### src/rtl/alu_div_sequencer.sv
// alu_div_sequencer: sequences a settle-timed external divider; define ALU_DIV_SIGNED_EN for signed operands
module alu_div_sequencer #(
    parameter int SETTLE_CYCLES = 4
) (
    input  logic        clk,
    input  logic        rst,
    input  logic        start,
    input  logic [15:0] dividend,
    input  logic [15:0] divisor,
    output logic        busy,
    output logic        done,
    output logic [15:0] quo,
    output logic [15:0] rem,
    output logic        div_err,
    output logic [15:0] dv_dividend,
    output logic [14:0] dv_divisor,
    input  logic [15:0] dv_quo,
    input  logic [15:0] dv_rem
);
    typedef enum logic [1:0] {IDLE, WAIT, ERR} state_t;
    state_t      state_q;
    logic [3:0]  cnt_q;
    logic        busy_q, done_q, err_q, neg_q_q, neg_r_q;
    logic [15:0] quo_q, rem_q, dd_q, dvd_q;
    logic [14:0] dvs_q;
    logic        sa, sb, op_err;
    logic [15:0] a_mag, quo_d, rem_d;
    logic [14:0] b_mag;
`ifdef ALU_DIV_SIGNED_EN
    assign sa     = dividend[15];
    assign sb     = divisor[15];
    assign op_err = divisor == 16'h0000 || divisor == 16'h8000;
`else
    assign sa     = 1'b0;
    assign sb     = 1'b0;
    assign op_err = divisor == 16'h0000 || divisor[15];
`endif
    // the divider sees magnitudes; signs are reapplied when the result is captured
    assign a_mag = sa ? 16'(-dividend) : dividend;
    assign b_mag = sb ? 15'(-divisor[14:0]) : divisor[14:0];
    assign quo_d = neg_q_q ? 16'(-dv_quo) : dv_quo;
    assign rem_d = neg_r_q ? 16'(-dv_rem) : dv_rem;
    always_ff @(posedge clk) begin
        if (rst) begin
            state_q <= IDLE;
            cnt_q   <= '0;
            busy_q  <= 1'b0;
            done_q  <= 1'b0;
            err_q   <= 1'b0;
            neg_q_q <= 1'b0;
            neg_r_q <= 1'b0;
            quo_q   <= '0;
            rem_q   <= '0;
            dd_q    <= '0;
            dvd_q   <= '0;
            dvs_q   <= '0;
        end else begin
            done_q <= 1'b0;
            case (state_q)
                IDLE: if (start) begin
                    dvd_q   <= a_mag;
                    dvs_q   <= b_mag;
                    dd_q    <= dividend;
                    neg_q_q <= sa ^ sb;
                    neg_r_q <= sa;
                    busy_q  <= 1'b1;
                    cnt_q   <= op_err ? 4'd0 : 4'(SETTLE_CYCLES - 1);
                    state_q <= op_err ? ERR : WAIT;
                end
                WAIT: if (cnt_q == 4'd0) begin
                    quo_q   <= quo_d;
                    rem_q   <= rem_d;
                    err_q   <= 1'b0;
                    done_q  <= 1'b1;
                    busy_q  <= 1'b0;
                    state_q <= IDLE;
                end else begin
                    cnt_q <= cnt_q - 4'd1;
                end
                ERR: begin
                    quo_q   <= 16'hFFFF;
                    rem_q   <= dd_q;
                    err_q   <= 1'b1;
                    done_q  <= 1'b1;
                    busy_q  <= 1'b0;
                    state_q <= IDLE;
                end
                default: state_q <= IDLE;
            endcase
        end
    end
    assign busy        = busy_q;
    assign done        = done_q;
    assign quo         = quo_q;
    assign rem         = rem_q;
    assign div_err     = err_q;
    assign dv_dividend = dvd_q;
    assign dv_divisor  = dvs_q;
endmodule

### config.mk
export PLATFORM = sky130hd
export DESIGN_NAME = alu_div_sequencer
export DESIGN_NICKNAME = d
export VERILOG_FILES = /design/src/rtl/alu_div_sequencer.sv
export SDC_FILE = /design/constraint.sdc
export NUM_CORES = 1
export LEC_CHECK = 0
export CORE_MARGIN = 5
export CORE_UTILIZATION = 30
export DETAILED_ROUTE_END_ITERATION = 7
export PLACE_DENSITY_LB_ADDON = 0.3
export SLEW_MARGIN = 10
export SYNTH_ARGS = -nofsm -noshare
export SYNTH_HDL_FRONTEND = slang
export SYNTH_SLANG_ARGS = --single-unit
### constraint.sdc
create_clock -name clk -period 2.3 [get_ports clk]
set_clock_uncertainty 0.2 [all_clocks]
set_input_delay 0.345 -clock clk [delete_from_list [all_inputs] [get_ports clk]]
set_output_delay 0.345 -clock clk [all_outputs]
set_load 0.01 [all_outputs]
# After elaboration in Yosys (flattened, before gate mapping)
# Cells that the tools add are included.
# word_totals
ff_bits	72
inputBits	67
out_inout_bits	66
elab_cells	45
# op_classes
add_sub_neg	1
n_eq_ne	5
mux	18
reduce_logical	12
# ops
operator	n
16-bit case mux with 2 select lines	2
16-bit two-way mux	2
16-bit logical NOT	1
2-bit two-way mux	4
4-bit two-way mux	2
4-bit case mux with 2 select lines	1
2-bit inequality test, second input constant	3
2-bit AND reduction	3
3-bit AND reduction	2
4-bit logical NOT	1
1-bit case mux with 2 select lines	2
2-bit case mux with 2 select lines	1
2-bit nonzero test	2
4-bit by 1-bit subtractor with 4-bit output, second input constant	1
1-bit two-way mux	3
1-bit case mux with 3 select lines	1
3-bit nonzero test	1
2-bit by 1-bit == test with 1-bit output, second input constant	1
2-bit == test, second input constant	1
2-bit logical NOT	1
1-bit logical OR	1

# Depth between registers and ports, before layout
# Gate-level depths: netlist (run 1).
# logic_depth
ltp_word	5
ltp_mapped	9
ltp_nobuf	6

# Worst setup path after synthesis (run 1)
# Ideal clock, no wire load.
# synth_timing
path_kind	reg2reg
start	register cnt_q[0]
end	register rem_q[7], in the netlist rem[7]
setup_time_ns	0.134
t_arrival_ns	1.497
t_required_ns	1.966
slack_ns	0.469
path_stages_with_launch	8
n_path_buf	2
synth_period_minus_slack_ns	1.831
cell_sequence	dfxtp_1 inv_1 ha_1 or3b_4 a21oi_2 buf_4 buf_2 a211oi_1
# synth_between
elab_chain_len	3
# synth_rtl
element	line	rtl
start: declaration	22	logic [3:0] cnt_q;
start signal: assignment	67	cnt_q <= op_err ? 4'd0 : 4'(SETTLE_CYCLES - 1);
start signal: assignment	78	cnt_q <= cnt_q - 4'd1;
4-bit logical NOT	70	WAIT: if (cnt_q == 4'd0) begin
2-bit inequality test (no line)	n/a	
2-bit AND reduction (no line)	n/a	
end signal: assignment	72	rem_q <= rem_d;
end signal: assignment	82	rem_q <= dd_q;
end: declaration	24	logic [15:0] quo_q, rem_q, dd_q, dvd_q;
# No other way between the ends.
# A chain may end at the register's enable or synchronous reset.

# Final worst setup path (run 1)
# Ends and elaborated chain as after synthesis.

==> results of run 1 <==
[worst reg2reg max path, stage by stage, from the launching register on]
cell and delay, ns:
dfxtp_1 0.34, inv_1 0.08, ha_1 0.16, or3b_4 0.41, a21oi_4 0.20, buf_12 0.21
nor2_1 0.08, a211oi_1 0.21
[per-layer routing]
layer / vias to the layer above / GRT usage, %
li1: 1380 / -
met2: 94 / 23.6
met4: 0 / 3.20
met5: - / 0
met1: 1241 / 17.8
met3: 2 / 6.74
[cell usage after synthesis, types with 2 or more instances]
library cell,instances
nor3_1,3
nor2_1,39
nor2b_1,2
a21oi_1,34
nand2_1,66
nand2b_1,2
ha_1,6
nor4_1,3
inv_1,6
o22ai_1,16
xnor2_1,2
clkbuf_1,15
buf_4,2
dfxtp_1,72
a211oi_1,21
buf_2,7
mux2i_1,18
[metrics by stage]
stage          worst slack (ns)  util [%]  cell area, um^2  cells  hold WS [ns]
2_1_floorplan             0.469         -             2830    326         0.269
3_3_place_gp              0.195      46.6             4290    556         0.242
3_5_place_dp              0.165      46.6             4290    556         0.249
4_1_cts                   0.328      48.7             4480    572         0.112
5_1_grt                   0.149      48.7             4480    572         0.124
6_report                  0.326      48.7             4480    573         0.138
[power groups by stage]
stage	clock network (uW)	registers, uW	logic [uW]
after floorplan	0	1510	327
after global placement	0	1460	795
after detailed placement	0	1470	803
after CTS	989	1440	807
after global routing	1050	1450	875
final	949	1440	796
[cell families (layout without fill, tap and decap cells)]
logic type / after synthesis / count (layout) / synth area share [%]
and+or+nand+nor: 121 / 121 / 17.9
adders and majority gates: 6 / 6 / 2.65
muxes: 18 / 18 / 6.37
xor gates and xnor gates: 2 / 2 / 0.619
buffers and inverters: 31 / 166 / 4.95
AOI/OAI and AO/OA: 76 / 76 / 16.6
DFF: 72 / 72 / 51.0
other: 0 / 1 / 0
[area by class of cell]
cell class	instances	area [um^2]	area share, %
Antenna cell	1	2.50	0.0559
Clock buffer	10	128	2.85
Clock inverter	6	60.1	1.34
Inverter	6	22.5	0.503
Multi-Input combinational cell	223	1250	28.0
Sequential cell	72	1440	32.2
Tap cell	111	139	3.10
Timing Repair Buffer	144	1430	32.0
[flip-flops by register name (all words and copies together), names as in the netlist, 2 cells and up]
| register | flops |
|---|---|
| dv_divisor | 15 |
| dv_dividend | 16 |
| rem | 16 |
| quo | 16 |
| state_q | 2 |
| cnt_q | 4 |
[worst paths after layout]
kind                 startpoint             to  slack, ns
setup / recovery       cnt_q[0]         rem[7]       0.33
hold / removal              rst  dv_divisor[6]       0.14
setup reg to reg       cnt_q[0]         rem[7]       0.33
hold reg to reg   dv_divisor[6]  dv_divisor[6]       0.26
==> impl_metrics.ini, run 1 <==
[grt]
grtUsageTotal_pct = 14.6
grt_overflow_total = 0
grt_max_degree = 44
grt_pass1_wl_um = 13500
grt_pass1_vias = 2725
antenna_found_initial = 0

[floorplan]
die_y_um = 107
core_area_um2 = 9200
die-area_um2 = 11500
core.rowCount = 35
fp.dieW_um = 107
start_util_pct = 30.8
pin_count = 133

[run]
cap_violations = 0

[finish]
final_common_cell = clkdlybuf4s50_1
nFillCells = 912
fin_nets = 529
final_cell_mix = 131 x clkdlybuf4s50_1, 72 x dfxtp_1, 66 x nand2_1
drive_above_1_share_pct = 6.72
syn_to_final_growth_pct = 58.3

[cts]
cts.path.max_buffers = 2
numCtsBuffers = 9
htreeDepth = 3
ctsHoldBuffers = 0
post_cts_resized = 0
cts.sinks = 72
postCtsSetupBuffers = 0
path_clk_slew_ns = 0.07
cts_tree = built
clock_latency_ns = 0.33
cts_root_buffer = clkbuf_8

[synth]
synthTopCellsByArea = dfxtp_1 51%, nand2_1 8.8%, mux2i_1 6.4%
async_flop_share_pct = 0
synth_area_leader_cell = dfxtp_1
syn_nets = 399
yosys_warnings = 0
seq_area_frac_synth_pct = 51.0
synth_edf_count = 0
synth-seq-cells = 72
synth_top_area_share_pct = 51.0
synth.avg_cell_area_um2 = 8.68
synthFlopType = dfxtp_1
ys_types = 29
netlist_area_um2 = 2830
syn_inst = 326

[drt]
top_layer = met4
wl_met1_um = 3620
final_antenna_net_count = 0
routed_wl_um = 8260
num_vias = 2717
dr_wl_met3_um = 831
drc_errors = 0
met2_length_um = 3800
vias_per_cell = 4.74
drtIter0Drc = 41
wire_per_inst_um = 14.4
drt_first_pass_iters = 4

[sta]
period_needed_ns = 1.97
relSlewSlack_pct = 71.3
hold_viol_final = 0
tns_ns = 0
max_freq_mhz = 507
slew_viol_final = 0
post-route-period-util_pct = 85.8
tightest_slew_ns = 0.426
setup_viol = 0
rsz0062_at_grt = no

[placed_design]
io_buffers = 132
place_congestion = 0.771
post-dp-hpwl_um = 6260

[power]
swShare_pct = 27.4
power.density_nw_per_um2 = 710
vdd_drop_max_mv = 0.411
p_leak_uw = 0.00164
power.total_uw = 3180
share_seq_of_total_power_pct = 45.1
p_int_uw = 2310
p_clk_share_pct = 29.8
power.net_switching_uw = 872
combinationalPowerShare_pct = 25.0

[worst_hold_path]
whs_path_depth = 2
min_path_type = input pin to register

[critical_path]
path_delay_family = simple AND/OR/NAND/NOR gates
worst-r2r-cell-count = 7
cp.depth = 7
crit_path_end_kind = register
path_cells = inv_1 > ha_1 > or3b_4 > a21oi_4 > buf_12 > nor2_1 > a211oi_1
cp.buffers_inverters = 2
worstPathArrival_ns = 2.02
critPathRequiredTime_ns = 2.35
critPathKind = register to register
cp_max_fo = 40
max_stage_delay_ns = 0.41
critPathSlowestCell = or3b_4
critPathLaunchType = register

[outcome]
status = finished, final reports clean
Power figures use the tool's default switching activity.
==> inputs of run 2 (changes only) <==
Settings changed: GPL_TIMING_DRIVEN set to 1.
==> results of run 2 <==
Final layout, timing and power as in run 1 (identical DEF).
==> inputs of run 3 (changes only) <==
Settings changed: CORE_MARGIN 5 to 8.
==> run 3 against run 2 <==
Effect of this change:
- non-clock buffer count down 2
- via count up 0.11%
- clock power up 17%
- maximum frequency down 7.1%
- worst setup slack worse by 0.15 ns
- largest power group unchanged
==> impl_metrics.ini, run 3 (synthesis results as in run 1) <==
[power]
power.density_nw_per_um2 = 741
p_leak_uw = 0.00165
vdd_drop_max_mv = 0.380

[critical_path]
crit_path_end_kind = register
cp_max_fo = 17
critPathKind = register to register
critPathLaunchType = register
critPathRequiredTime_ns = 2.37
worstPathArrival_ns = 2.19
worst-r2r-cell-count = 6

[sta]
hold_viol_final = 0
period_needed_ns = 2.12
tns_ns = 0
relSlewSlack_pct = 54.0
max_freq_mhz = 471
rsz0062_at_grt = no
tightest_slew_ns = 0.691
setup_viol = 0
post-route-period-util_pct = 92.4
whs_ns = 0.253
slew_viol_final = 0

[cts]
numCtsBuffers = 9
postCtsSetupBuffers = 0
htreeDepth = 3
cts_root_buffer = clkbuf_8
cts.path.max_buffers = 2
ctsHoldBuffers = 0
post_cts_resized = 0
path_clk_slew_ns = 0.07
cts_tree = built
clock_latency_ns = 0.33
cts.sinks = 72

[drt]
drc_errors = 0
num_vias = 2720
routed_wl_um = 8710
vias_per_cell = 4.77
wire_per_inst_um = 15.3
final_antenna_net_count = 0
drtIter0Drc = 95
drt_first_pass_iters = 4

[finish]
multi_input_area_um2 = 1250
final_cell_mix = 131 x clkdlybuf4s50_1, 72 x dfxtp_1, 66 x nand2_1
fin_nets = 527
final_cell_area_um2 = 4510
final_common_cell = clkdlybuf4s50_1
syn_to_final_growth_pct = 59.4
nFillCells = 925
drive_above_1_share_pct = 6.32
fin_util_pct = 49.0
regArea_um2 = 1440
antennaDiodeCount = 0

[grt]
grt_max_degree = 36
grtUsageTotal_pct = 13.6
grt_pass1_wl_um = 14000
antenna_found_initial = 0
grt_overflow_total = 0
grt_pass1_vias = 2769

[floorplan]
core_area_um2 = 9200
pin_count = 133
core.rowCount = 35
die_y_um = 113
start_util_pct = 30.8
die-area_um2 = 12800
fp.dieW_um = 113

[placed_design]
place_congestion = 0.765
io_buffers = 132
place_area_um2 = 4290
post-dp-hpwl_um = 6480

[worst_hold_path]
whs_path_depth = 2
min_path_type = input pin to register

[run]
cap_violations = 0

[outcome]
status = finished, final reports clean
==> run 3: cell count changes in the layout (fill, tap and decap cells not counted) <==
cell and change:
buf_12 +1, buf_4 -3, bufinv_16 +1, clkbuf_8 +1, clkinv_2 -2, diode_2 -1
==> run 3: metrics by stage <==
stage / power [uW] / worst slack [ns] / instances
3_3_place_gp: 2260 / 0.184 / 554
5_1_grt: 3510 / 0.0532 / 570
6_report: 3340 / 0.176 / 570
3_5_place_dp: 2270 / 0.117 / 554
4_1_cts: 3390 / 0.143 / 570
2_1_floorplan: 1840 / 0.469 / 326
==> run 3: report_power, final <==
part	switching, uW	internal (uW)
Combinational	354	447
Sequential	68.1	1370
Clock	466	639
==> run 3: final timing paths <==
check / start / to / slack [ns]
setup reg to reg: state_q[1] / quo[14] / 0.18
setup / recovery: state_q[1] / quo[14] / 0.18
hold reg to reg: dv_divisor[2] / dv_divisor[2] / 0.26
hold / removal: rst / state_q[0] / 0.25
==> run 3: final cells by class <==
| class | instances | share of cell area, % |
|---|---|---|
| clock buffer | 11 | 3.14 |
| clock inverter | 5 | 1.78 |
| inverter | 6 | 0.500 |
| multi-input combinational | 223 | 27.8 |
| sequential | 72 | 32.0 |
| tap | 111 | 3.08 |
| timing repair buffer | 142 | 31.7 |
==> run 3: layer usage <==
| layer | track usage, % | part of all wire (%) | up-vias |
|---|---|---|---|
| met5 | 0 | 0 | - |
| met4 | 3.91 | 0.83 | 0 |
| met3 | 7.24 | 12 | 10 |
| met2 | 22.1 | 45 | 98 |
| met1 | 15.1 | 42 | 1234 |
| li1 | - | - | 1378 |
==> run 3: worst max-delay path, stage by stage (launching register included) <==
cell      delay [ns]
dfxtp_1         0.38
inv_1           0.08
ha_1            0.28
and4bb_2        0.31
nand2b_1        0.51
o22ai_1         0.19
nor2_1          0.11
